## src/rtl/load_unit.sv

```systemverilog
// load_unit: load path between execute and writeback.
// Accepts a load request, performs one word-aligned read on the data-memory
// req/gnt/rvalid interface, then extracts and extends the addressed
// byte/halfword/word and returns it as a one-cycle response.
//
// Ports:
//   clk_i, rst_i                 clock, asynchronous active-high reset
//   req_valid_i / req_ready_o    request handshake (ready only in IDLE)
//   req_addr_i, req_funct3_i,
//   req_rd_i                     byte address, RV32I load funct3, dest reg
//   mem_req_o, mem_addr_o        memory read request, word-aligned address
//   mem_gnt_i, mem_rvalid_i,
//   mem_rdata_i                  memory grant, read-valid, read data
//   rsp_valid_o                  one-cycle response pulse
//   rsp_data_o, rsp_rd_o,
//   rsp_err_o                    extended data, dest reg, error code
//                                (00 ok, 01 misaligned, 10 illegal, 11 timeout)
//
// state  | meaning
// -------+------------------------------------------------------------
// IDLE   | ready for a new request
// REQ    | mem_req_o high, waiting for grant
// WAIT   | granted, waiting for read data
// RESP   | rsp_valid_o high for this single cycle
module load_unit #(
    parameter int ADDR_WIDTH     = 32,
    parameter int TIMEOUT_CYCLES = 255
) (
    input  logic                  clk_i,
    input  logic                  rst_i,
    input  logic                  req_valid_i,
    output logic                  req_ready_o,
    input  logic [ADDR_WIDTH-1:0] req_addr_i,
    input  logic [2:0]            req_funct3_i,
    input  logic [4:0]            req_rd_i,
    output logic                  mem_req_o,
    output logic [ADDR_WIDTH-1:0] mem_addr_o,
    input  logic                  mem_gnt_i,
    input  logic                  mem_rvalid_i,
    input  logic [31:0]           mem_rdata_i,
    output logic                  rsp_valid_o,
    output logic [31:0]           rsp_data_o,
    output logic [4:0]            rsp_rd_o,
    output logic [1:0]            rsp_err_o
);

    typedef enum logic [1:0] {
        S_IDLE,
        S_REQ,
        S_WAIT,
        S_RESP
    } state_t;

    // Counter runs 0..TIMEOUT_CYCLES-1 over the REQ+WAIT cycles; the cycle in
    // which it holds the last value is the final one allowed.
    localparam logic [7:0] CNT_LAST = 8'(TIMEOUT_CYCLES - 1);

    state_t      state;
    logic [1:0]  off_q;
    logic [2:0]  funct3_q;
    logic [4:0]  rd_q;
    logic [7:0]  cnt;

    logic        illegal_f3;
    logic        misaligned;
    logic [1:0]  accept_err;
    logic        timeout;
    logic [31:0] shifted;
    logic [31:0] load_data;

    assign req_ready_o = (state == S_IDLE);
    assign timeout     = (cnt == CNT_LAST);

    always_comb begin
        illegal_f3 = 1'b1;
        misaligned = 1'b0;
        case (req_funct3_i)
            3'b000, 3'b100: illegal_f3 = 1'b0;
            3'b001, 3'b101: begin
                illegal_f3 = 1'b0;
                misaligned = req_addr_i[0];
            end
            3'b010: begin
                illegal_f3 = 1'b0;
                misaligned = (req_addr_i[1:0] != 2'b00);
            end
            default: illegal_f3 = 1'b1;
        endcase
        // Illegal funct3 wins over misalignment.
        if (illegal_f3)
            accept_err = 2'b10;
        else if (misaligned)
            accept_err = 2'b01;
        else
            accept_err = 2'b00;
    end

    always_comb begin
        shifted = mem_rdata_i >> {off_q, 3'b000};
        case (funct3_q[1:0])
            2'b00: load_data = funct3_q[2] ? {24'b0, shifted[7:0]}
                                           : {{24{shifted[7]}}, shifted[7:0]};
            2'b01: load_data = funct3_q[2] ? {16'b0, shifted[15:0]}
                                           : {{16{shifted[15]}}, shifted[15:0]};
            // Only LW reaches here; it is word-aligned so the shift is zero.
            default: load_data = shifted;
        endcase
    end

    always_ff @(posedge clk_i or posedge rst_i) begin
        if (rst_i) begin
            state       <= S_IDLE;
            off_q       <= 2'b00;
            funct3_q    <= 3'b000;
            rd_q        <= 5'd0;
            cnt         <= 8'd0;
            mem_req_o   <= 1'b0;
            mem_addr_o  <= '0;
            rsp_valid_o <= 1'b0;
            rsp_data_o  <= 32'd0;
            rsp_rd_o    <= 5'd0;
            rsp_err_o   <= 2'b00;
        end else begin
            rsp_valid_o <= 1'b0;
            case (state)
                S_IDLE: begin
                    if (req_valid_i) begin
                        off_q    <= req_addr_i[1:0];
                        funct3_q <= req_funct3_i;
                        rd_q     <= req_rd_i;
                        cnt      <= 8'd0;
                        if (accept_err != 2'b00) begin
                            state       <= S_RESP;
                            rsp_valid_o <= 1'b1;
                            rsp_data_o  <= 32'd0;
                            rsp_rd_o    <= req_rd_i;
                            rsp_err_o   <= accept_err;
                        end else begin
                            state      <= S_REQ;
                            mem_req_o  <= 1'b1;
                            mem_addr_o <= {req_addr_i[ADDR_WIDTH-1:2], 2'b00};
                        end
                    end
                end
                S_REQ: begin
                    // A grant in the final allowed cycle does not complete
                    // the load, so the timeout still applies.
                    if (timeout) begin
                        state       <= S_RESP;
                        mem_req_o   <= 1'b0;
                        rsp_valid_o <= 1'b1;
                        rsp_data_o  <= 32'd0;
                        rsp_rd_o    <= rd_q;
                        rsp_err_o   <= 2'b11;
                    end else begin
                        cnt <= cnt + 8'd1;
                        if (mem_gnt_i) begin
                            state     <= S_WAIT;
                            mem_req_o <= 1'b0;
                        end
                    end
                end
                S_WAIT: begin
                    if (mem_rvalid_i) begin
                        state       <= S_RESP;
                        rsp_valid_o <= 1'b1;
                        rsp_data_o  <= load_data;
                        rsp_rd_o    <= rd_q;
                        rsp_err_o   <= 2'b00;
                    end else if (timeout) begin
                        state       <= S_RESP;
                        rsp_valid_o <= 1'b1;
                        rsp_data_o  <= 32'd0;
                        rsp_rd_o    <= rd_q;
                        rsp_err_o   <= 2'b11;
                    end else begin
                        cnt <= cnt + 8'd1;
                    end
                end
                S_RESP: state <= S_IDLE;
                default: begin
                    state     <= S_IDLE;
                    mem_req_o <= 1'b0;
                end
            endcase
        end
    end

endmodule

```

## config.mk

```make
export PLATFORM = sky130hd
export DESIGN_NAME = load_unit
export DESIGN_NICKNAME = d
export VERILOG_FILES = /design/src/rtl/load_unit.sv
export SDC_FILE = /design/constraint.sdc
export NUM_CORES = 1
export LEC_CHECK = 0
export ABC_AREA = 1
export BUFFER_PORTS_ARGS = -buffer_cell sky130_fd_sc_hd__buf_2
export CORE_AREA = 2 2 106 128
export DETAILED_ROUTE_END_ITERATION = 10
export DIE_AREA = 0 0 108 130
export GPL_ROUTABILITY_DRIVEN = 1
export SLEW_MARGIN = 20
export SYNTH_ARGS = -nofsm -noshare
export SYNTH_HDL_FRONTEND = slang
export SYNTH_SLANG_ARGS = --single-unit
```

## constraint.sdc

```tcl
create_clock -name clk_i -period 6.9 [get_ports clk_i]
set_input_delay 1.38 -clock clk_i [delete_from_list [all_inputs] [get_ports clk_i]]
set_output_delay 1.38 -clock clk_i [all_outputs]
set_load 0.05 [all_outputs]
```

==> results of run 1 <==
power breakdown:
part / switching, mW / internal, mW / total [mW]
Combinational: 1.26 / 0.407 / 1.67
Clock: 0.231 / 0.254 / 0.485
Sequential: 0.133 / 0.711 / 0.843
worst max path at each step:
| stage | endpoint | slack [ps] | depth (start not counted) |
|---|---|---|---|
| after CTS | req_ready_o | 3910 | 3 |
| after detailed placement | mem_req_o$_DFFE_PP0P_ | 3590 | 9 |
| after global routing | mem_req_o$_DFFE_PP0P_ | 3740 | 7 |
| after floorplan | cnt[0]$_DFFE_PP0P_ | 3160 | 1 |
| final | req_ready_o | 3930 | 3 |
| after global placement | mem_req_o$_DFFE_PP0P_ | 3670 | 9 |
state kept, by name, indices dropped and copies added, names as in the netlist:
signal and cells:
mem_addr_o 30, funct3_q 3, rd_q 5, off_q 2, rsp_rd_o 5, state 2
mem_req_o 1, cnt 8, rsp_err_o 2, rsp_data_o 32, rsp_valid_o 1
per-stage QoR:
stage / hold WS [ps] / utilization (%) / total power [mW] / std cells
final: 468 / 47.4 / 3.00 / 995
after global routing: 489 / 47.4 / 3.22 / 995
after CTS: 472 / 47.4 / 3.02 / 995
after detailed placement: 453 / 45.1 / 2.53 / 979
after global placement: 451 / 45.1 / 2.50 / 979
after floorplan: 453 / - / 2.15 / 695
layout make-up:
class | count | area, um2
clock buffers | 9 | 225
inverters | 59 | 223
flip-flops and latches | 91 | 2280
multi-input cells | 509 | 2360
fillers | 1336 | 6820
repair buffers | 152 | 771
clock inverters | 7 | 70.1
well taps | 168 | 210
metal layers:
layer  vias to the layer above  part of all wire, %  track usage, %
met5                         -                    0               0
met4                         0                  2.2            7.09
met3                        21                  6.9            4.45
met2                       181                   46            31.0
met1                      2251                   45            25.9
li1                       2451                    -               -
cell families (layout without fill, tap and decap cells):
family / count (synthesis) / count (layout)
buffers and inverters: 95 / 227
adder cells (fa/ha/maj): 6 / 6
AND/OR/NAND/NOR: 398 / 398
other: 1 / 2
AO/OA/AOI/OAI: 97 / 97
flip-flops: 91 / 91
multiplexers: 6 / 6
worst max-delay path: cells and delay by family, from the launching register on:
| family | cells | cell delay (ps) |
|---|---|---|
| fa+ha+maj | 1 | 380 |
| buf+inv | 2 | 450 |
| flops | 1 | 410 |
cells in the final DEF, fill, tap and decap left out, types with 4 or more instances in the layout:
cell / synthesis / routed
inv_1: 52 / 51
nand2_1: 303 / 303
o22ai_1: 7 / 7
buf_2: 11 / 148
a21oi_1: 14 / 14
mux2_2: 6 / 6
o21ai_0: 62 / 62
inv_2: 5 / 5
dfrtp_1: 91 / 91
clkbuf_16: 0 / 9
nand3_1: 49 / 49
o31ai_1: 7 / 7
ha_1: 6 / 6
nor2_1: 26 / 25
nor3_1: 4 / 4
buf_4: 2 / 4
==> impl_metrics.json, run 1 <==
{
  "synthSimpleGateAreaFrac_pct": 33.4,
  "hold_start": "mem_addr_o[15]$_DFFE_PP0P_",
  "p_leak_nw": 3.53,
  "cts_sinks": 91,
  "worstSkewPairLatency_ps": 340,
  "drive_above_1_share_pct": 23.9,
  "grt.overflow.total": 0,
  "cts_buffers": 9,
  "r2r_slack_ps": 4290,
  "antennaDiodeCount": 0,
  "hold_depth": 2,
  "cts_tree": "yes",
  "synth_mux_area_share_pct": 1.34,
  "totalWireLength_um": 13600,
  "slowest_delay_ps": 410,
  "path_class": "reg2out",
  "yosysSeqAreaShare_pct": 45.3,
  "crit_slowest_cell": "dfrtp_1",
  "clkSlewWorstSetupHoldPaths_ps": 70,
  "synth_top_family_by_area": "simple AND/OR/NAND/NOR gates",
  "cts_resized": 0,
  "synth_fa_ha_area_share_pct": 1.49,
  "antenna_left": 0,
  "area_growth_pct": 21.9,
  "die_area_um2": 14000,
  "period_needed_ps": 2970,
  "reg2reg_depth": 8,
  "finalWeightedCongestion": 0.917,
  "htree_levels": 3,
  "worst-path-max-fanout": 9,
  "syn_area_um2": 5030,
  "pin_count": 151,
  "rsz0062_at_grt": "no",
  "syn_area_per_cell_um2": 7.25,
  "rr_startpoint": "state[1]$_DFFE_PP0P_",
  "dp_hpwl_um": 10100,
  "fin_nets": 905,
  "skew_ps": 8.75,
  "finalCritPeriodShare_pct": 43.0,
  "yosys.area.top_type": "dfrtp_1",
  "die_w_um": 108,
  "hold_path_end": "mem_addr_o[15]$_DFFE_PP0P_",
  "ys_types": 35,
  "synthArstFlopShare_pct": 100,
  "cts_setup_buffers": 0,
  "drt_iter0_drc": 389,
  "hold_viol": 0,
  "portBuffers": 148,
  "rows": 46,
  "synthTopCellsByCount": "303 x nand2_1, 91 x dfrtp_1, 62 x o21ai_0, 52 x inv_1, 49 x nand3_1",
  "hold_buffers": 0,
  "fin_tns_setup_ps": 0,
  "antenna_found_initial": 0,
  "endpoint_kind": "output pin",
  "crit_path_cell_trace": "inv_1 -> ha_1 -> buf_2",
  "post_dp_cell_area_um2": 5840,
  "drt_pass1_iterations": 5,
  "r2r-end": "rsp_rd_o[1]$_DFFE_PP0P_",
  "fmax_mhz": 337,
  "place_ws_ps": 3590,
  "grt_pass1_wl_um": 21400,
  "initial_utilization_pct": 38.8,
  "worstPathRequired_ps": 5520,
  "vias_per_cell": 4.93,
  "drc_errors": 0,
  "synth-seq-cells": 91,
  "slew_headroom_pct": 36.6,
  "synth_flop_cell": "dfrtp_1",
  "powerDensity_nw_per_um2": 489,
  "wl_per_cell_um": 13.6,
  "finalMaxSlewViolations": 0,
  "crit_start": "state[0]$_DFFE_PP0P_",
  "drv_cap": 0,
  "netlist_instances": 694,
  "grt_usage_pct": 19.4,
  "cp.arrival_ps": 1590,
  "setup_viol": 0,
  "ir_drop_mv": 0.263,
  "worst_slack_ps": 3930,
  "grt_max_degree": 76,
  "root_buffer": "clkbuf_16",
  "synth_top_area_share_pct": 45.3,
  "hold_class": "reg2reg",
  "yosysMostFrequentCell": "nand2_1",
  "synth-compound-area-share_pct": 10.5,
  "routed-via-count": 4904,
  "final_area_um2": 6130,
  "yosysWarnings": 0,
  "synth_xor_area_share_pct": 0,
  "status": "completed",
  "worst_pin_slew_ps": 951,
  "synth_edf_count": 0,
  "cts_buffer_depth": 2,
  "worstSetupStartpointType": "register",
  "fp.dieH_um": 130,
  "fp.coreArea_um2": 12900,
  "yosys-top-cells-area": "dfrtp_1 45%, nand2_1 23%, o21ai_0 6.2%, nand3_1 4.9%, inv_1 3.9%",
  "grt_pass1_vias": 4452
}
Power figures use the tool's default switching activity.
==> run 2, diff against run 1 <==
PLACE_DENSITY = 0.66   (was not set)
clock period = 2.7 ns   (was 6.9 ns; I/O delays follow)
==> impl_metrics.json, run 2 (synthesized netlist as in run 1, its figures left out) <==
{
  "routed-via-count": 4868,
  "hold_viol": 0,
  "top_regs": "rsp_data_o: 32 flops, mem_addr_o: 30 flops, cnt: 8 flops",
  "worst_pin_slew_ps": 914,
  "fp.dieH_um": 130,
  "vias_per_cell": 4.86,
  "cts_buffers": 9,
  "cts_tree": "yes",
  "dp_hpwl_um": 10000,
  "setup_viol": 0,
  "pin_count": 151,
  "wl_per_cell_um": 13.5,
  "cts_setup_buffers": 0,
  "die_w_um": 108,
  "drt_iter0_drc": 245,
  "hold_buffers": 0,
  "largest-register": "rsp_data_o",
  "totalWireLength_um": 13500,
  "die_area_um2": 14000,
  "cp.arrival_ps": 1600,
  "hold_class": "in2async",
  "grt_usage_pct": 19.6,
  "antenna_found_initial": 0,
  "final_cell_mix": "303 x nand2_1, 148 x buf_2, 91 x dfrtp_1, 62 x o21ai_0, 51 x inv_1",
  "skew_ps": 5.51,
  "clkSlewWorstSetupHoldPaths_ps": 70,
  "slew_headroom_pct": 39.0,
  "fmax_mhz": 466,
  "crit_path_cell_trace": "inv_1 -> ha_1 -> buf_2",
  "cts_sinks": 91,
  "grt_pass1_wl_um": 21500,
  "layout_commonest_cell": "nand2_1",
  "antenna_left": 0,
  "status": "completed",
  "cts_resized": 0,
  "antennaDiodeCount": 0,
  "worst-path-buf-inv": 2,
  "fin_nets": 911,
  "finalWeightedCongestion": 0.882,
  "crit_slowest_cell": "dfrtp_1",
  "grt_pass1_vias": 4350,
  "endpoint_kind": "output pin",
  "htree_levels": 3,
  "fin_tns_setup_ps": 0,
  "finalMaxSlewViolations": 0,
  "worstSkewPairLatency_ps": 350,
  "path_class": "reg2out",
  "rows": 46,
  "cts_buffer_depth": 2,
  "drv_cap": 0,
  "period_needed_ps": 2140,
  "slowest_delay_ps": 420,
  "portBuffers": 148,
  "cp_top_family": "buffers and inverters",
  "root_buffer": "clkbuf_16",
  "worst-path-max-fanout": 9,
  "largest_reg_flops": 32,
  "initial_utilization_pct": 38.8,
  "fp.coreArea_um2": 12900,
  "worstSetupStartpointType": "register",
  "drive_above_1_share_pct": 24.5,
  "finalCritPeriodShare_pct": 79.4,
  "worstPathRequired_ps": 2160,
  "final_core_util_pct": 47.8,
  "holdWs_ps": 305,
  "drt_pass1_iterations": 5,
  "drc_errors": 0,
  "ir_drop_mv": 0.769,
  "area_growth_pct": 23.1,
  "p_leak_nw": 3.56,
  "grt_max_degree": 48,
  "powerDensity_nw_per_um2": 1250,
  "rsz0062_at_grt": "no",
  "grt.overflow.total": 0
}
[run 2: changes by cell type in the layout (fill, tap and decap cells not counted)]
cell	before	now
clkinv_8	1	0
inv_8	1	3
clkinv_2	1	0
inv_6	2	1
buf_4	4	9
buf_12	0	1
clkinvlp_4	1	2
[run 2: stage by stage]
step,power (mW),std cells,area (um2),setup slack [ps]
after floorplan,5.51,695,5040,550
after global placement,6.45,985,5900,559
after detailed placement,6.49,985,5900,521
after CTS,7.75,1001,6190,544
after global routing,8.25,1001,6190,338
final,7.71,1001,6190,556
[run 2: worst paths after layout]
kind | from | depth (start not counted) | endpoint | slack [ps]
worst max-delay path | state[0]$_DFFE_PP0P_ | 3 | req_ready_o | 560
worst min-delay path | rst_i | 2 | mem_addr_o[15]$_DFFE_PP0P_ | 310
worst max register to register | state[0]$_DFFE_PP0P_ | 10 | rsp_rd_o[4]$_DFFE_PP0P_ | 620
worst min register to register | mem_addr_o[30]$_DFFE_PP0P_ | 2 | mem_addr_o[30]$_DFFE_PP0P_ | 470
max in group asynchronous | rst_i | 3 | rsp_data_o[23]$_DFFE_PP0P_ | 1710
min in group clk_i | req_addr_i[30] | 3 | mem_addr_o[30]$_DFFE_PP0P_ | 380
[run 2: power breakdown]
group	leakage, nW	switching, mW	internal (mW)
Sequential	1.19	0.351	1.82
Clock	0.142	0.602	0.650
Combinational	2.23	3.20	1.09
[run 2: routing by layer]
layer	GRT usage (%)	part of all wire, %	vias to the layer above
met1	25.8	43	2235
li1	-	-	2462
met3	3.55	7.3	16
met5	0	0	-
met4	7.62	1.7	0
met2	32.0	48	155
[run 2: final cells by class]
class / count / area, um2
clock buffers: 9 / 225
multi-input cells: 509 / 2360
flip-flops and latches: 91 / 2280
well taps: 168 / 210
repair buffers: 158 / 828
fillers: 1348 / 6760
clock inverters: 7 / 67.6
inverters: 59 / 225
